File: src/rtl/demux8_router_pkg.sv
// Shared definitions for the eight-channel single-entry demux router.
package demux8_router_pkg;

    typedef enum logic {
        ST_EMPTY = 1'b0,
        ST_FULL  = 1'b1
    } state_e;

    localparam int unsigned NUM_CHANNELS = 8;
    localparam int unsigned COUNT_WIDTH  = 32;

endpackage : demux8_router_pkg

File: src/rtl/demux8_router_decode.sv
// One-hot channel decoder; all outputs are forced low when the enable is low.
module demux8_decode
    import demux8_router_pkg::*;
#(
    parameter int SELECT_SIZE = 3
) (
    input  logic                    en,
    input  logic [SELECT_SIZE-1:0]  sel,
    output logic [NUM_CHANNELS-1:0] onehot
);

    // Select values beyond the last channel decode to no channel at all.
    always_comb begin
        onehot = '0;
        for (int i = 0; i < int'(NUM_CHANNELS); i++) begin
            onehot[i] = en && (sel == SELECT_SIZE'(i));
        end
    end

endmodule : demux8_decode

File: src/rtl/demux8_router.sv
// Single-entry buffer that routes each upstream word to one of eight
// downstream channels and counts delivered words.
module demux8_router
    import demux8_router_pkg::*;
#(
    parameter int DATA_WIDTH  = 32,
    parameter int SELECT_SIZE = 3
) (
    input  logic                    clk_i,
    input  logic                    reset_i,
    input  logic                    valid_i,
    output logic                    ready_o,
    input  logic [SELECT_SIZE-1:0]  select_i,
    input  logic [DATA_WIDTH-1:0]   data_i,
    output logic [DATA_WIDTH-1:0]   data_o,
    output logic [NUM_CHANNELS-1:0] valid_o,
    input  logic [NUM_CHANNELS-1:0] ready_i,
    output logic [COUNT_WIDTH-1:0]  xfer_count_o
);

    state_e                  state_r;
    logic [DATA_WIDTH-1:0]   data_r;
    logic [SELECT_SIZE-1:0]  sel_r;
    logic [COUNT_WIDTH-1:0]  xfer_count_r;
    logic [NUM_CHANNELS-1:0] chan_valid_s;
    logic                    deliver_s;
    logic                    accept_s;
    logic                    ready_s;

    demux8_decode #(
        .SELECT_SIZE (SELECT_SIZE)
    ) u_decode (
        .en     (state_r == ST_FULL),
        .sel    (sel_r),
        .onehot (chan_valid_s)
    );

    // Masking ready_i with the one-hot valid ignores every non-selected
    // channel, and ready_o never depends on valid_i.
    always_comb begin
        deliver_s = |(ready_i & chan_valid_s);
        ready_s   = (state_r == ST_EMPTY) || deliver_s;
        accept_s  = valid_i && ready_s;
    end

    // Buffer state, captured word/select and delivery counter.
    always_ff @(posedge clk_i) begin
        if (reset_i) begin
            state_r      <= ST_EMPTY;
            data_r       <= '0;
            sel_r        <= '0;
            xfer_count_r <= '0;
        end else begin
            case (state_r)
                ST_EMPTY: begin
                    if (accept_s) begin
                        state_r <= ST_FULL;
                    end else begin
                        state_r <= ST_EMPTY;
                    end
                end
                ST_FULL: begin
                    if (deliver_s && !accept_s) begin
                        state_r <= ST_EMPTY;
                    end else begin
                        state_r <= ST_FULL;
                    end
                end
                default: begin
                    state_r <= ST_EMPTY;
                end
            endcase
            if (accept_s) begin
                data_r <= data_i;
                sel_r  <= select_i;
            end
            if (deliver_s) begin
                xfer_count_r <= xfer_count_r + COUNT_WIDTH'(1);
            end
        end
    end

    assign ready_o      = ready_s;
    assign valid_o      = chan_valid_s;
    assign data_o       = data_r;
    assign xfer_count_o = xfer_count_r;

endmodule : demux8_router

File: config.mk
export PLATFORM = sky130hd
export DESIGN_NAME = demux8_router
export DESIGN_NICKNAME = d
export VERILOG_FILES = /design/src/rtl/demux8_router_pkg.sv /design/src/rtl/demux8_router_decode.sv /design/src/rtl/demux8_router.sv
export SDC_FILE = /design/constraint.sdc
export NUM_CORES = 1
export LEC_CHECK = 0
export CORE_MARGIN = 2
export CORE_UTILIZATION = 37
export DETAILED_ROUTE_END_ITERATION = 10
export HOLD_SLACK_MARGIN = 0.1
export PLACE_DENSITY = 0.76
export SLEW_MARGIN = 20
export SYNTH_ARGS = -nofsm -noshare
export SYNTH_HDL_FRONTEND = slang
export SYNTH_HIERARCHICAL = 1
export SYNTH_SLANG_ARGS = --single-unit
File: constraint.sdc
create_clock -name clk_i -period 2.9 [get_ports clk_i]
set_input_delay 0.29 -clock clk_i [delete_from_list [all_inputs] [get_ports clk_i]]
set_output_delay 0.29 -clock clk_i [all_outputs]
set_load 0.01 [all_outputs]
==> results.toml, run 1 <==
[critical_path]
cp_max_fo = 9
timing.rr.start = "sel_r[2]$_SDFFE_PP0P_"
crit_arrival_ns = 2.36
r2r_cells = 7
reg2reg_slack_ns = 0.39
startpoint_type = "flop"
r2r-end = "data_o[0]$_SDFFE_PP0P_"
crit_type = "reg -> out"
cp-end-kind = "output port"
critPathRequiredTime_ns = 2.61

[timing]
finalHoldViolations = 0
fin_ws_ns = 0.247
fin_skew_ns = 0.00935
worst_pin_slew_ns = 0.664
rsz0062_at_grt = "false"
drv_slew = 0
fin_setup_tns_ns = 0
finalCritPeriodShare_pct = 91.5
setup_viol = 0
slew_headroom_pct = 55.5
timing.fmax_mhz = 377
post-route-min-period_ns = 2.65

[logic_synthesis]
async_reset_ff_share_pct = 0
ys_warn_count = 6
ys_types = 38
synth.most_common_cell = "nand2_1"
synthFlopType = "dfxtp_1"
synth_edf_count = 0
synth_nets = 397
postSynthCellCount = 350
syn-cell-area_um2 = 2880
postSynthAreaPerCell_um2 = 8.22
yosysTopAreaCell = "dfxtp_1"
synth.area.top_cells = "dfxtp_1, nand2_1, a21oi_1, xnor2_1, or3_1"
yosys-top-cells-count = "nand2_1, dfxtp_1, a21oi_1, nor2_1, clkbuf_1"
synth-seq-area-share_pct = 47.3
yosys.area.top_type_share_pct = 47.3
ys_seq_elements = 68

[final_layout]
num-fill-cells = 687
regArea_um2 = 1360
area_growth_pct = 52.8
antenna_cells = 0
layout-drive-gt1-share_pct = 7.66
multi_input_area_um2 = 1440
nets = 512

[drt]
postRouteAntennaNets = 0
dr.pass1.iters = 4
drt_iter0_drc = 75
dr_total_vias = 2865
wl_per_cell_um = 13.7
routed_via_density = 5.01
drc = 0
wirelength_mm = 7.85

[clocking]
path_clk_slew_ns = 0.08
clk_path_buf_depth = 2
root_buffer = "clkbuf_8"
numCtsBuffers = 9
htree_levels = 3
cts_tree = "built"
post_cts_resized = 0
cts_hold_buf = 0
cts_sinks = 68
clk_latency_ns = 0.35
postCtsSetupBuffers = 0

[floorplanning]
core_area_um2 = 7650
die_h_um = 92.2
die_w_um = 92.2
start_util_pct = 37.6
dieArea_um2 = 8500
ios = 119
num_rows = 32

[grt]
grt_pass1_wl_mm = 13.0
grt_usage_pct = 19.3
grt_pass1_vias = 2676
grt-ovfl-total = 0
antenna_found_initial = 0
grt_max_degree = 36

[min_path]
whs_endpoint = "data_o[19]$_SDFFE_PP0P_"
min_path_type = "reg -> reg"
hold_depth = 2
hold_start = "data_o[19]$_SDFFE_PP0P_"

[power]
power_density_nw_per_um2 = 485
power_leakage_nw = 1.53
vdd_drop_max_mv = 0.371

[placed_design]
dp_slack_ns = 0.372
place_congestion = 0.801
dp_hpwl_mm = 5.73
port_buffers = 118

[status]
status = "finished clean"

[flow_run]
cap_violations = 0
[flip-flops by register name, summed over array words and instances, names as in the netlist]
name and cells:
sel_r 3, xfer_count_o 32, state_r 1, data_o 32
[cells in the final DEF (no fill, tap or decap), types with 3 or more instances in the layout]
master	n
nor2_1	20
and3_1	3
or4_1	3
a22o_1	4
o21ai_0	12
nor4_1	6
nand4_1	6
buf_4	8
clkdlybuf4s50_1	117
and4_1	4
nand2_1	84
xor2_1	3
inv_1	3
a21oi_1	49
or3_1	15
clkbuf_8	10
nand3_1	6
xnor2_1	14
and2_1	3
dfxtp_1	68
nor3_1	4
[cells by family after synthesis]
kind of cell / synth area share, %
AOI/OAI and AO/OA: 13.0
xor gates and xnor gates: 5.18
adders and majority gates: 0.435
buffers and inverters: 3.44
DFF: 47.3
muxes: 0.739
and+or+nand+nor: 29.9
[layer usage]
layer  GRT usage, %  wire [um]
met1           23.7       3250
met2           29.8       3680
met3           7.48        714
met4           8.83        199
met5              0          0
[cell type report]
class	instances	share of cell area [%]
clock buffers	10	3.13
inverters	3	0.256
flip-flops and latches	68	31.0
repair buffers	126	28.1
well taps	102	2.90
clock inverters	6	1.99
multi-input cells	257	32.6
[power breakdown]
| part | internal [W] | total [W] | leakage, nW | switching (W) |
|---|---|---|---|---|
| Sequential | 0.000968 | 0.000992 | 0.554 | 0.0000243 |
| Combinational | 0.000147 | 0.000264 | 0.862 | 0.000117 |
| Clock | 0.000507 | 0.000876 | 0.116 | 0.000368 |
[through the flow]
step	cells	instance area, um2	utilization [%]	hold slack [ns]	power [W]
6_report	572	4400	57.5	0.456	0.00213
5_1_grt	572	4400	57.5	0.474	0.00223
4_1_cts	572	4390	57.4	0.459	0.00215
3_5_place_dp	556	4160	54.4	0.448	0.00128
3_3_place_gp	556	4160	54.4	0.441	0.00127
2_1_floorplan	350	2880	-	0.407	0.00112
[critical path, stage by stage, from the launching register on]
cell and delay (ns):
dfxtp_1 0.46, and4bb_2 0.27, a22o_1 0.27, nor4_4 0.40, nand2_1 0.10, clkdlybuf4s50_1 0.52
[how the worst max path moves through the flow]
stage	depth (start not counted)	start	end	slack, ns
after floorplan	7	state_r$_SDFF_PP0_	xfer_count_o[19]$_SDFFE_PP0P_	0.61
after global placement	7	ready_i[1]	sel_r[1]$_SDFFE_PP0P_	0.44
after detailed placement	7	ready_i[1]	data_o[0]$_SDFFE_PP0P_	0.37
after CTS	5	sel_r[1]$_SDFFE_PP0P_	ready_o	0.11
after global routing	5	sel_r[1]$_SDFFE_PP0P_	ready_o	0.1
final	5	sel_r[2]$_SDFFE_PP0P_	ready_o	0.25
Power figures use the tool's default switching activity.
==> run 2: changes to the inputs <==
--- a/constraint.sdc
+++ b/constraint.sdc
@@ -3,2 +3,2 @@
 set_output_delay 0.29 -clock clk_i [all_outputs]
-set_load 0.01 [all_outputs]
+set_load 0.02 [all_outputs]
==> run 2 against run 1 <==
Effect of this change:
- cell area down 0.77%
- setup slack better by 0.019 ns
- combinational power is 11% higher
- register-to-register slack worse by 0.12 ns
- non-clock buffer count down 1
- flip-flop and latch count unchanged
- sequential share of layout area up 0.24 points
- first-iteration DRC count rose by 48%
==> results.toml, run 2 (synthesis gave the netlist of run 1 again) <==
[status]
status = "finished clean"

[timing]
drv_slew = 0
finalHoldViolations = 0
timing.fmax_mhz = 380
finalCritPeriodShare_pct = 90.8
slew_headroom_pct = 59.0
fin_skew_ns = 0.00849
worst_pin_slew_ns = 0.610
fin_ws_ns = 0.266
setup_viol = 0
post-route-min-period_ns = 2.63
rsz0062_at_grt = "false"
fin_setup_tns_ns = 0

[clocking]
path_clk_slew_ns = 0.07
numCtsBuffers = 9
root_buffer = "clkbuf_8"
clk_latency_ns = 0.34
clk_path_buf_depth = 2
cts_sinks = 68
htree_levels = 3
cts_tree = "built"

[grt]
grt_pass1_wl_mm = 13.1
grt_usage_pct = 19.2
antenna_found_initial = 0
grt-ovfl-total = 0
grt_max_degree = 36
grt_pass1_vias = 2733

[critical_path]
crit_family = "simple AND/OR/NAND/NOR gates"
slowest_stage = "or4_1"
crit_type = "reg -> reg"
critPathBufInv = 1
critPathRequiredTime_ns = 3.17
cp-end-kind = "flop"
crit_chain = "nor4b_2, a22o_1, o41ai_1, buf_4, or3_1, or4_1, a21oi_1"
cp_slowest_stage_delay_ns = 0.54
cp_max_fo = 12
crit_arrival_ns = 2.90
startpoint_type = "flop"

[floorplanning]
dieArea_um2 = 8500
core_area_um2 = 7650
num_rows = 32
die_w_um = 92.2
ios = 119
start_util_pct = 37.6
die_h_um = 92.2

[drt]
wl_per_cell_um = 13.8
dr_total_vias = 2854
drc = 0
postRouteAntennaNets = 0
dr.pass1.iters = 4
wirelength_mm = 7.89
routed_via_density = 5.01
drt_iter0_drc = 111

[power]
p_int_w = 0.00153
switching_power_w = 0.000498
p_seq_share_pct = 48.9
power_leakage_nw = 1.51
vdd_drop_max_mv = 0.426
combinationalPowerShare_pct = 14.4
swShare_pct = 24.5
power_density_nw_per_um2 = 466
finalPower_w = 0.00203
clock_power_share_pct = 36.7

[placed_design]
dpl.cell_count = 555
port_buffers = 118
dp_hpwl_mm = 5.73
place_congestion = 0.801
dp_slack_ns = 0.307

[flow_run]
cap_violations = 0

[final_layout]
antenna_cells = 0
multi_input_area_um2 = 1440
layout-drive-gt1-share_pct = 6.62
area_growth_pct = 51.7
most-common-layout-cells = "clkdlybuf4s50_1, nand2_1, dfxtp_1, a21oi_1, nor2_1"
final_cells = 570
nets = 511
regArea_um2 = 1360
num-fill-cells = 692
final_common_cell = "clkdlybuf4s50_1"

[min_path]
min_path_type = "in -> reg"
-- run 2: cell types whose count changed in the layout (fill, tap and decap cells not counted), sizes merged --
cell	change
clkinv	-3
buf	-1
clkdlybuf4s50	-1
dlymetal6s2s	+1
clkbuf	+3
bufinv	-1
-- run 2: routing by layer --
layer	up-vias	part of all wire [%]	track usage, %
met5	-	0	0
met1	1305	42	21.7
met4	0	0.84	5.22
li1	1444	-	-
met2	97	48	32.2
met3	8	9.5	9.37
-- run 2: path summary, 6_finish.rpt --
path                                         startpoint                             to  slack, ns  cells past startpoint
worst max register to register       state_r$_SDFF_PP0_  xfer_count_o[19]$_SDFFE_PP0P_       0.27                      7
worst min register to register  data_o[26]$_SDFFE_PP0P_        data_o[26]$_SDFFE_PP0P_       0.45                      2
worst max-delay path                 state_r$_SDFF_PP0_  xfer_count_o[19]$_SDFFE_PP0P_       0.27                      7
worst min-delay path                            reset_i  xfer_count_o[14]$_SDFFE_PP0P_       0.42                      2
-- run 2: layout make-up --
type,instances,share of cell area (%)
clock buffers,13,3.41
clock inverters,2,0.803
inverters,3,0.258
multi-input cells,257,32.9
flip-flops and latches,68,31.2
well taps,102,2.93
repair buffers,125,28.5
-- run 2: power groups by stage --
stage                      logic, W  registers (W)  clock network [W]
after CTS                  0.000295       0.000992           0.000771
after global routing       0.000319       0.000997           0.000809
after detailed placement   0.000293        0.00101                  0
after global placement     0.000290        0.00101                  0
final                      0.000293       0.000993           0.000746
after floorplan           0.0000964        0.00105                  0
-- run 2: timing repair --
| action | in CTS | in global routing |
|---|---|---|
| hold buffers | 0 | 0 |
| gates resized for setup | 0 | 2 |
| setup endpoints to repair | 0 | 1 |
| buffers inserted | 0 | 0 |
-- run 2: through the flow --
step | hold WS (ns) | cell area, um2 | util (%)
global placement | 0.441 | 4170 | 54.5
floorplan | 0.407 | 2880 | -
CTS | 0.418 | 4350 | 56.9
global route | 0.437 | 4360 | 57.1
detailed placement | 0.447 | 4170 | 54.5
finish | 0.418 | 4360 | 57.1
